==> src/rtl/bin_to_bcd_converter.sv <==
// Sequential binary-to-BCD converter (shift-and-add-3), one input bit per clock.
// Inputs above 10^DIGITS-1 saturate to all nines and raise o_Overflow.
module bin_to_bcd_converter #(
  parameter int unsigned BIN_WIDTH = 16,
  parameter int unsigned DIGITS    = 4
) (
  input  logic                  i_clk,
  input  logic                  i_rst_n,
  input  logic                  i_Start,
  input  logic [BIN_WIDTH-1:0]  i_Binary,
  output logic                  o_Busy,
  output logic                  o_Done,
  output logic                  o_Overflow,
  output logic [4*DIGITS-1:0]   o_BCD
);

  localparam int unsigned     BCD_W   = 4 * DIGITS;
  localparam int unsigned     CNT_W   = $clog2(BIN_WIDTH + 1);
  localparam logic [63:0]     MAX_VAL = (64'd10 ** DIGITS) - 64'd1;
  localparam logic [CNT_W-1:0] LAST   = CNT_W'(BIN_WIDTH - 1);

  localparam logic [0:0] IDLE  = 1'b0;
  localparam logic [0:0] SHIFT = 1'b1;

  logic [0:0]           state;
  logic [BIN_WIDTH-1:0] bin_sr;
  logic [BCD_W-1:0]     scratch;
  logic [CNT_W-1:0]     cnt;
  logic                 ovf_lat;

  logic [BCD_W-1:0]     adjusted;
  logic [BCD_W-1:0]     next_scratch;
  logic [BIN_WIDTH-1:0] next_bin;
  logic                 in_ovf;
  logic [BIN_WIDTH-1:0] in_sat;

  // Saturating the input keeps every digit within 0..9 at every step.
  always_comb begin
    in_ovf = 64'(i_Binary) > MAX_VAL;
    in_sat = in_ovf ? BIN_WIDTH'(MAX_VAL) : i_Binary;
  end

  always_comb begin
    adjusted = scratch;
    for (int unsigned d = 0; d < DIGITS; d++) begin
      if (scratch[4*d +: 4] >= 4'd5) begin
        adjusted[4*d +: 4] = scratch[4*d +: 4] + 4'd3;
      end
    end
    next_scratch = {adjusted[BCD_W-2:0], bin_sr[BIN_WIDTH-1]};
    next_bin     = {bin_sr[BIN_WIDTH-2:0], 1'b0};
  end

  always_ff @(posedge i_clk or negedge i_rst_n) begin
    if (!i_rst_n) begin
      state      <= IDLE;
      bin_sr     <= '0;
      scratch    <= '0;
      cnt        <= '0;
      ovf_lat    <= 1'b0;
      o_BCD      <= '0;
      o_Busy     <= 1'b0;
      o_Done     <= 1'b0;
      o_Overflow <= 1'b0;
    end else begin
      o_Done <= 1'b0;
      case (state)
        IDLE: begin
          if (i_Start) begin
            bin_sr  <= in_sat;
            ovf_lat <= in_ovf;
            scratch <= '0;
            cnt     <= '0;
            o_Busy  <= 1'b1;
            state   <= SHIFT;
          end
        end
        SHIFT: begin
          scratch <= next_scratch;
          bin_sr  <= next_bin;
          cnt     <= cnt + 1'b1;
          // The final step's result goes straight to the output register.
          if (cnt == LAST) begin
            o_BCD      <= next_scratch;
            o_Overflow <= ovf_lat;
            o_Done     <= 1'b1;
            o_Busy     <= 1'b0;
            state      <= IDLE;
          end
        end
        default: state <= IDLE;
      endcase
    end
  end

endmodule
==> config.mk <==
export PLATFORM = sky130hd
export DESIGN_NAME = bin_to_bcd_converter
export DESIGN_NICKNAME = d
export VERILOG_FILES = /design/src/rtl/bin_to_bcd_converter.sv
export SDC_FILE = /design/constraint.sdc
export NUM_CORES = 1
export LEC_CHECK = 0
export BUFFER_PORTS_ARGS = -buffer_cell sky130_fd_sc_hd__clkbuf_2
export CAP_MARGIN = 20
export CORE_ASPECT_RATIO = 1.4
export CORE_UTILIZATION = 64
export CTS_BUF_LIST = sky130_fd_sc_hd__clkbuf_4 sky130_fd_sc_hd__clkbuf_8
export DETAILED_ROUTE_END_ITERATION = 8
export GPL_TIMING_DRIVEN = 0
export PLACE_DENSITY_LB_ADDON = 0.05
export SLEW_MARGIN = 20
export SYNTH_ARGS = -nofsm -noshare
export SYNTH_HDL_FRONTEND = slang
export SYNTH_SLANG_ARGS = --single-unit
==> constraint.sdc <==
create_clock -name i_clk -period 2.5 [get_ports i_clk]
set_input_delay 0.25 -clock i_clk [delete_from_list [all_inputs] [get_ports i_clk]]
set_output_delay 0.25 -clock i_clk [all_outputs]
set_load 0.05 [all_outputs]
==> results.toml, run 1 <==
[sta]
worst_clock_skew_ps = 6.01
slew_headroom_pct = 69.0
finalCriticalPeriod_ps = 1810
hold_viol = 0
drv_slew = 0
fin_tns_setup_ps = 0
grt_setup_unrepaired = "false"
fin_crit_sh_pct = 72.4
worst_pin_slew_ps = 461
max_freq_ghz = 0.552
setup_viol = 0

[clocking]
cts_resized = 0
cts_tree = "yes"
cts.path.max_buffers = 2
htreeDepth = 3
post_cts_buffers = 0
postCtsHoldBufs = 1
clock-sinks = 58
root_buffer = "clkbuf_8"
clk_pin_slew_ps = 60
clock_latency_ps = 330
cts_made_buffers = 9

[power]
power_frac_seq_pct = 36.7
p_per_area_nw_per_um2 = 1350
p_int_mw = 2.55
switchingPower_mw = 1.83
fin_total_pwr_mw = 4.38
p_comb_share_pct = 44.7
power.share.clock_pct = 18.6
ir_drop_mv = 0.735
p_leak_nw = 1.61
p_sw_share_pct = 41.7

[critical_path]
start_kind = "flip-flop"
cp_data_arrival_time_ps = 2070
worstPathRequired_ps = 2760
r2r_cells = 7
worstSetupPathType = "flip-flop to flip-flop"
worstPathMaxFanout = 10
end_kind = "flip-flop"

[finish]
synthToLayoutAreaGrowth_pct = 16.6
final-seq-area_um2 = 1450
antenna_cells = 0
fillCellCount = 308
multi_input_area_um2 = 1190
fin_nets = 341
final_cells = 362
final_area_um2 = 3230
drive_above_1_share_pct = 22.4

[route]
via_per_inst = 5.72
ant_nets = 0
dr.pass1.iters = 6
wl_per_cell_um = 14.5
routed_wl_um = 5240
drc = 3
routed-via-count = 2071
dr.first_iter.drc_count = 66

[placement]
dp.final_hpwl_um = 3890
dpl_cell_area_um2 = 3030
portBuffers = 36
dp_cells = 345
routabilityCongestion = 0.779

[grt]
grt_pass1_wl_um = 9130
grt_overflow = 0
grt_start_max_net_pins = 33
grt_usage_pct = 26.7
antenna_found_initial = 0
first_global_vias = 2091

[run_status]
violations = "DRC"
status = "finished with violations"

[synth]
synth_ff_type = "dfrtp_1"
synthDistinctLibCells = 36
synth_top_cell_by_area = "dfrtp_1"
synth-seq-area-share_pct = 52.3
netlist_top_cells_area = "dfrtp_1 (52%), mux2i_1 (5.1%), nand2_1 (4.6%), ha_1 (4.5%), o21ai_0 (4.2%)"
ys_ff_latch = 58
syn_nets = 292
yosysTopAreaCellShare_pct = 52.3
yosys_warnings = 0
syn_inst = 263
syn_area_per_cell_um2 = 10.5
netlist_area_um2 = 2770
yosys-top-cells-count = "dfrtp_1 (58), nand2_1 (34), o21ai_0 (23), mux2i_1 (14), nor3b_1 (14)"
synth_most_common_cell = "dfrtp_1"
async_flop_share_pct = 100
synth-edff-count = 0

[die]
io_pins = 38
initial_core_util_pct = 66.0
dieArea_um2 = 4600
core-area_um2 = 4200
row_count = 28
die_h_um = 79.9
die_w_um = 57.6

[run]
drv_cap = 0

[hold_path]
hp-class = "input port to flip-flop"
hold-path-cell-count = 2
==> stage by stage <==
stage	worst slack [ps]	util [%]	hold WS (ps)
global route	523	76.9	126
finish	690	76.9	141
CTS	678	76.9	126
detailed placement	701	72.1	214
global placement	742	71.6	459
floorplan	919	-	-45.6
==> cell families (layout without fill, tap and decap cells) <==
family / count (synthesis) / in the layout / synth area share, %
compound gates: 62 / 62 / 13.9
buf+inv: 27 / 81 / 4.78
simple gates: 78 / 78 / 14.3
xor+xnor: 6 / 6 / 1.90
fa+ha+maj: 10 / 10 / 4.51
flops: 58 / 58 / 52.3
mux: 22 / 22 / 8.30
==> layout make-up <==
type                    count  share of cell area [%]
well taps                  45                    1.74
plain buffers              13                    2.48
multi-input cells         178                    36.8
flip-flops and latches     58                    44.9
inverters                  14                    1.63
clock inverters             2                   0.310
repair buffers             38                    6.58
clock buffers              14                    5.57
==> state kept, by name, summed over array words and instances (netlist names), 5 cells and up <==
signal   flops
cnt          5
o_BCD       16
scratch     16
bin_sr      16
==> final timing paths <==
path | from | endpoint | slack [ps]
worst max-delay path | cnt[0] | o_BCD[8] | 690
worst min-delay path | i_Binary[3] | bin_sr[3] | 140
worst max register to register | cnt[0] | o_BCD[8] | 690
worst min register to register | o_BCD[3] | o_BCD[3] | 480
max in group asynchronous | i_rst_n | bin_sr[9] | 1620
min in group asynchronous | i_rst_n | o_BCD[1] | 390
==> critical path, stage by stage (launching register included) <==
cell and delay, ps:
dfrtp_1 420, ha_1 240, and3_1 190, ha_1 190, nand2_1 160, clkbuf_1 350, nand2_1 100, o21ai_0 80
==> power groups by stage <==
stage,Sequential (mW),Clock (mW),Combinational [mW]
detailed placement,1.62,0,1.96
global route,1.66,0.863,2.17
floorplan,2.01,0,1.11
global placement,1.60,0,1.89
CTS,1.61,0.827,1.97
finish,1.61,0.813,1.96
==> routing by layer <==
layer	GRT usage (%)	part of all wire, %	vias up
met3	7.94	4.1	10
met2	46.2	50	54
met1	30.1	44	996
met5	0	0	-
li1	-	-	1011
met4	11.5	2.1	0
==> cells in the final DEF, fill, tap and decap left out, types with 2 or more instances in the layout <==
master    count
a21o_1        5
buf_6         4
clkbuf_2     35
clkinv_2      2
o22ai_1       4
o21a_1        4
mux2i_1      14
ha_1         10
clkbuf_4      3
clkbuf_8     12
a221o_1       3
a21oi_1      13
inv_2         2
xnor2_1       5
a221oi_1      2
o31ai_1       3
clkbuf_1      7
inv_1        12
nand2_1      34
nor3_1        5
dfrtp_1      58
nand2b_1      9
mux2_2        8
o21ai_0      23
nor2_1       10
nor3b_1      14
Power figures use the tool's default switching activity.
==> inputs of run 2 (changes only) <==
--- a/config.mk
+++ b/config.mk
@@ -5,10 +5,11 @@
 export SDC_FILE = /design/constraint.sdc
 export NUM_CORES = 1
 export LEC_CHECK = 0
+export ABC_AREA = 1
 export BUFFER_PORTS_ARGS = -buffer_cell sky130_fd_sc_hd__clkbuf_2
 export CAP_MARGIN = 20
 export CORE_ASPECT_RATIO = 1.4
-export CORE_UTILIZATION = 64
+export CORE_UTILIZATION = 59
 export CTS_BUF_LIST = sky130_fd_sc_hd__clkbuf_4 sky130_fd_sc_hd__clkbuf_8
 export DETAILED_ROUTE_END_ITERATION = 8
 export GPL_TIMING_DRIVEN = 0
==> constraint.sdc (replaced) <==
create_clock -name i_clk -period 1.7 [get_ports i_clk]
set_input_delay 0.17 -clock i_clk [delete_from_list [all_inputs] [get_ports i_clk]]
set_output_delay 0.17 -clock i_clk [all_outputs]
set_load 0.05 [all_outputs]
==> results.toml, run 2 <==
[sta]
finalCriticalPeriod_ps = 1590
setup_viol = 0
fin_tns_setup_ps = 0
worst_clock_skew_ps = 7.63
max_freq_ghz = 0.630
fin_crit_sh_pct = 93.3
grt_setup_unrepaired = "false"
slew_headroom_pct = 74.9
hold_viol = 0
worst_pin_slew_ps = 372
holdWs_ps = 88.9
drv_slew = 0

[run]
drv_cap = 0

[grt]
antenna_found_initial = 0
grt_usage_pct = 26.0
grt_start_max_net_pins = 42
grt_overflow = 0
grt_pass1_wl_um = 9800
first_global_vias = 2312

[finish]
final_common_cell = "nand2_1"
top_regs = "bin_sr x16, o_BCD x16, scratch x16"
synthToLayoutAreaGrowth_pct = 16.7
drive_above_1_share_pct = 22.4
antenna_cells = 0
final_cells = 437
fillCellCount = 368
final_cell_mix = "nand2_1 (95), dfrtp_1 (58), clkbuf_2 (37)"
fin_nets = 400

[critical_path]
r2r_slack_ps = 110
start_kind = "flip-flop"
r2r_cells = 7
worstPathMaxFanout = 10
crit_family = "simple AND/OR/NAND/NOR gates"
end_kind = "flip-flop"
r2r-end = "o_BCD[9]"
worstSetupPathType = "flip-flop to flip-flop"
worst-path-buf-inv = 1
worstPathRequired_ps = 1960
crit_path_top_delay_cell = "dfrtp_1"
max_stage_delay_ps = 400
rr_startpoint = "cnt[0]"
path_cells = "ha_1 -> and3_1 -> ha_1 -> nand2_4 -> clkbuf_2 -> nand2_1 -> nand2_1"
cp_data_arrival_time_ps = 1850

[synth]
ys_ff_latch = 58
syn_area_per_cell_um2 = 8.91
syn_inst = 321
synthDistinctLibCells = 30
yosys-top-cells-count = "nand2_1 (96), dfrtp_1 (58), inv_1 (33), nand3_1 (29), o21ai_0 (19)"
netlist_area_um2 = 2860
synth_ff_type = "dfrtp_1"
synth-seq-area-share_pct = 50.8
synth_top_cell_by_area = "dfrtp_1"
syn_nets = 350
yosys_warnings = 0
async_flop_share_pct = 100
synth_most_common_cell = "nand2_1"
synth-edff-count = 0
yosysTopAreaCellShare_pct = 50.8
netlist_top_cells_area = "dfrtp_1 (51%), nand2_1 (13%), nand3_1 (5.1%), ha_1 (4.4%), inv_1 (4.3%)"

[clocking]
cts_made_buffers = 9
root_buffer = "clkbuf_8"
clock_latency_ps = 330
clk_pin_slew_ps = 60
cts.path.max_buffers = 2
htreeDepth = 3
clock-sinks = 58
cts_tree = "yes"

[route]
dr.pass1.iters = 5
via_per_inst = 5.24
dr.first_iter.drc_count = 94
routed_wl_um = 5630
drc = 0
wl_per_cell_um = 12.9
routed-via-count = 2288
ant_nets = 0

[power]
p_per_area_nw_per_um2 = 1920
fin_total_pwr_mw = 6.40
p_leak_nw = 1.80
ir_drop_mv = 0.941

[die]
core-area_um2 = 4610
row_count = 29
initial_core_util_pct = 62.0
die_h_um = 84.4
io_pins = 38
dieArea_um2 = 5130
die_w_um = 60.8

[hold_path]
hp-class = "input port to flip-flop"
hold-path-cell-count = 3
hold_start = "i_Binary[7]"
hold_end = "bin_sr[7]"

[placement]
routabilityCongestion = 0.914
dp_cells = 421
portBuffers = 37
dp.final_hpwl_um = 4090

[run_status]
status = "completed"
[run 2: cell types whose count changed after synthesis, moves of 8 or more]
| cell | previous run | this run |
|---|---|---|
| nand2b_1 | 9 | 0 |
| inv_1 | 12 | 33 |
| a21oi_1 | 13 | 0 |
| a22oi_1 | 0 | 13 |
| nand3_1 | 1 | 29 |
| mux2_2 | 8 | 0 |
| nor3b_1 | 14 | 0 |
| mux2i_1 | 14 | 0 |
| nand2_1 | 34 | 96 |
[run 2: timing repair]
action,CTS,global route
setup buffers,0,1
hold buffers,1,0
pin swaps,0,1
setup endpoints to repair,10,10
gates resized for setup,2,1
endpoints found under the hold margin,17,0
[run 2: cells by family (layout without fill, tap and decap cells)]
logic type	count (synthesis)	after routing	synth area share [%]
flip-flops	58	58	50.8
XOR/XNOR	4	4	1.23
AND/OR/NAND/NOR	154	154	24.6
buffers and inverters	50	104	8.93
adder cells (fa/ha/maj)	10	10	4.38
AO/OA/AOI/OAI	45	45	10.1
[run 2: how the worst max path moves through the flow]
stage            from          to  slack (ps)  cells past startpoint
5_1_grt        cnt[0]    o_BCD[6]          20                      7
4_1_cts        cnt[0]    o_BCD[9]          30                      8
3_3_place_gp   cnt[0]  o_Overflow        -140                      7
2_1_floorplan  cnt[0]   o_BCD[10]         170                      7
6_report       cnt[0]    o_BCD[9]         110                      7
3_5_place_dp   cnt[0]   o_BCD[12]        -150                      7
[run 2: through the flow]
stage               setup WS (ps)  utilization (%)  instance area, µm²
global route                 24.2             72.4                3340
CTS                          27.6             72.3                3330
detailed placement           -151             68.2                3140
global placement             -138             67.7                3120
finish                        113             72.4                3340
floorplan                     172                -                2860
[run 2: area by class of cell]
cell class                 count  area [µm²]  share of cell area [%]
sequential                    58        1450                    43.5
multi-input combinational    213        1160                    34.8
timing repair buffer          40         225                    6.75
clock buffer                  12         159                    4.76
inverter                      38         145                    4.35
buffer                        11         104                    3.11
tap                           62        77.6                    2.32
clock inverter                 3        15.0                   0.450
[run 2: where the power goes]
group	total [mW]	internal, mW	leakage, nW	switching (mW)
Sequential	2.38	2.00	0.735	0.375
Clock	1.11	0.608	0.0954	0.502
Combinational	2.91	0.914	0.969	2.00
Total	6.40	3.52	1.80	2.88
[run 2: worst min-delay path, stage by stage]
cell	delay [ps]
clkbuf_2	90
nand4_1	70
nand2_1	40
[run 2: layer usage]
layer | part of all wire [%] | GRT usage, % | vias up
met1 | 42 | 30.5 | 1079
li1 | - | - | 1149
met4 | 2.1 | 11.6 | 0
met5 | 0 | 0 | -
met3 | 3.3 | 7.24 | 11
met2 | 52 | 43.1 | 49
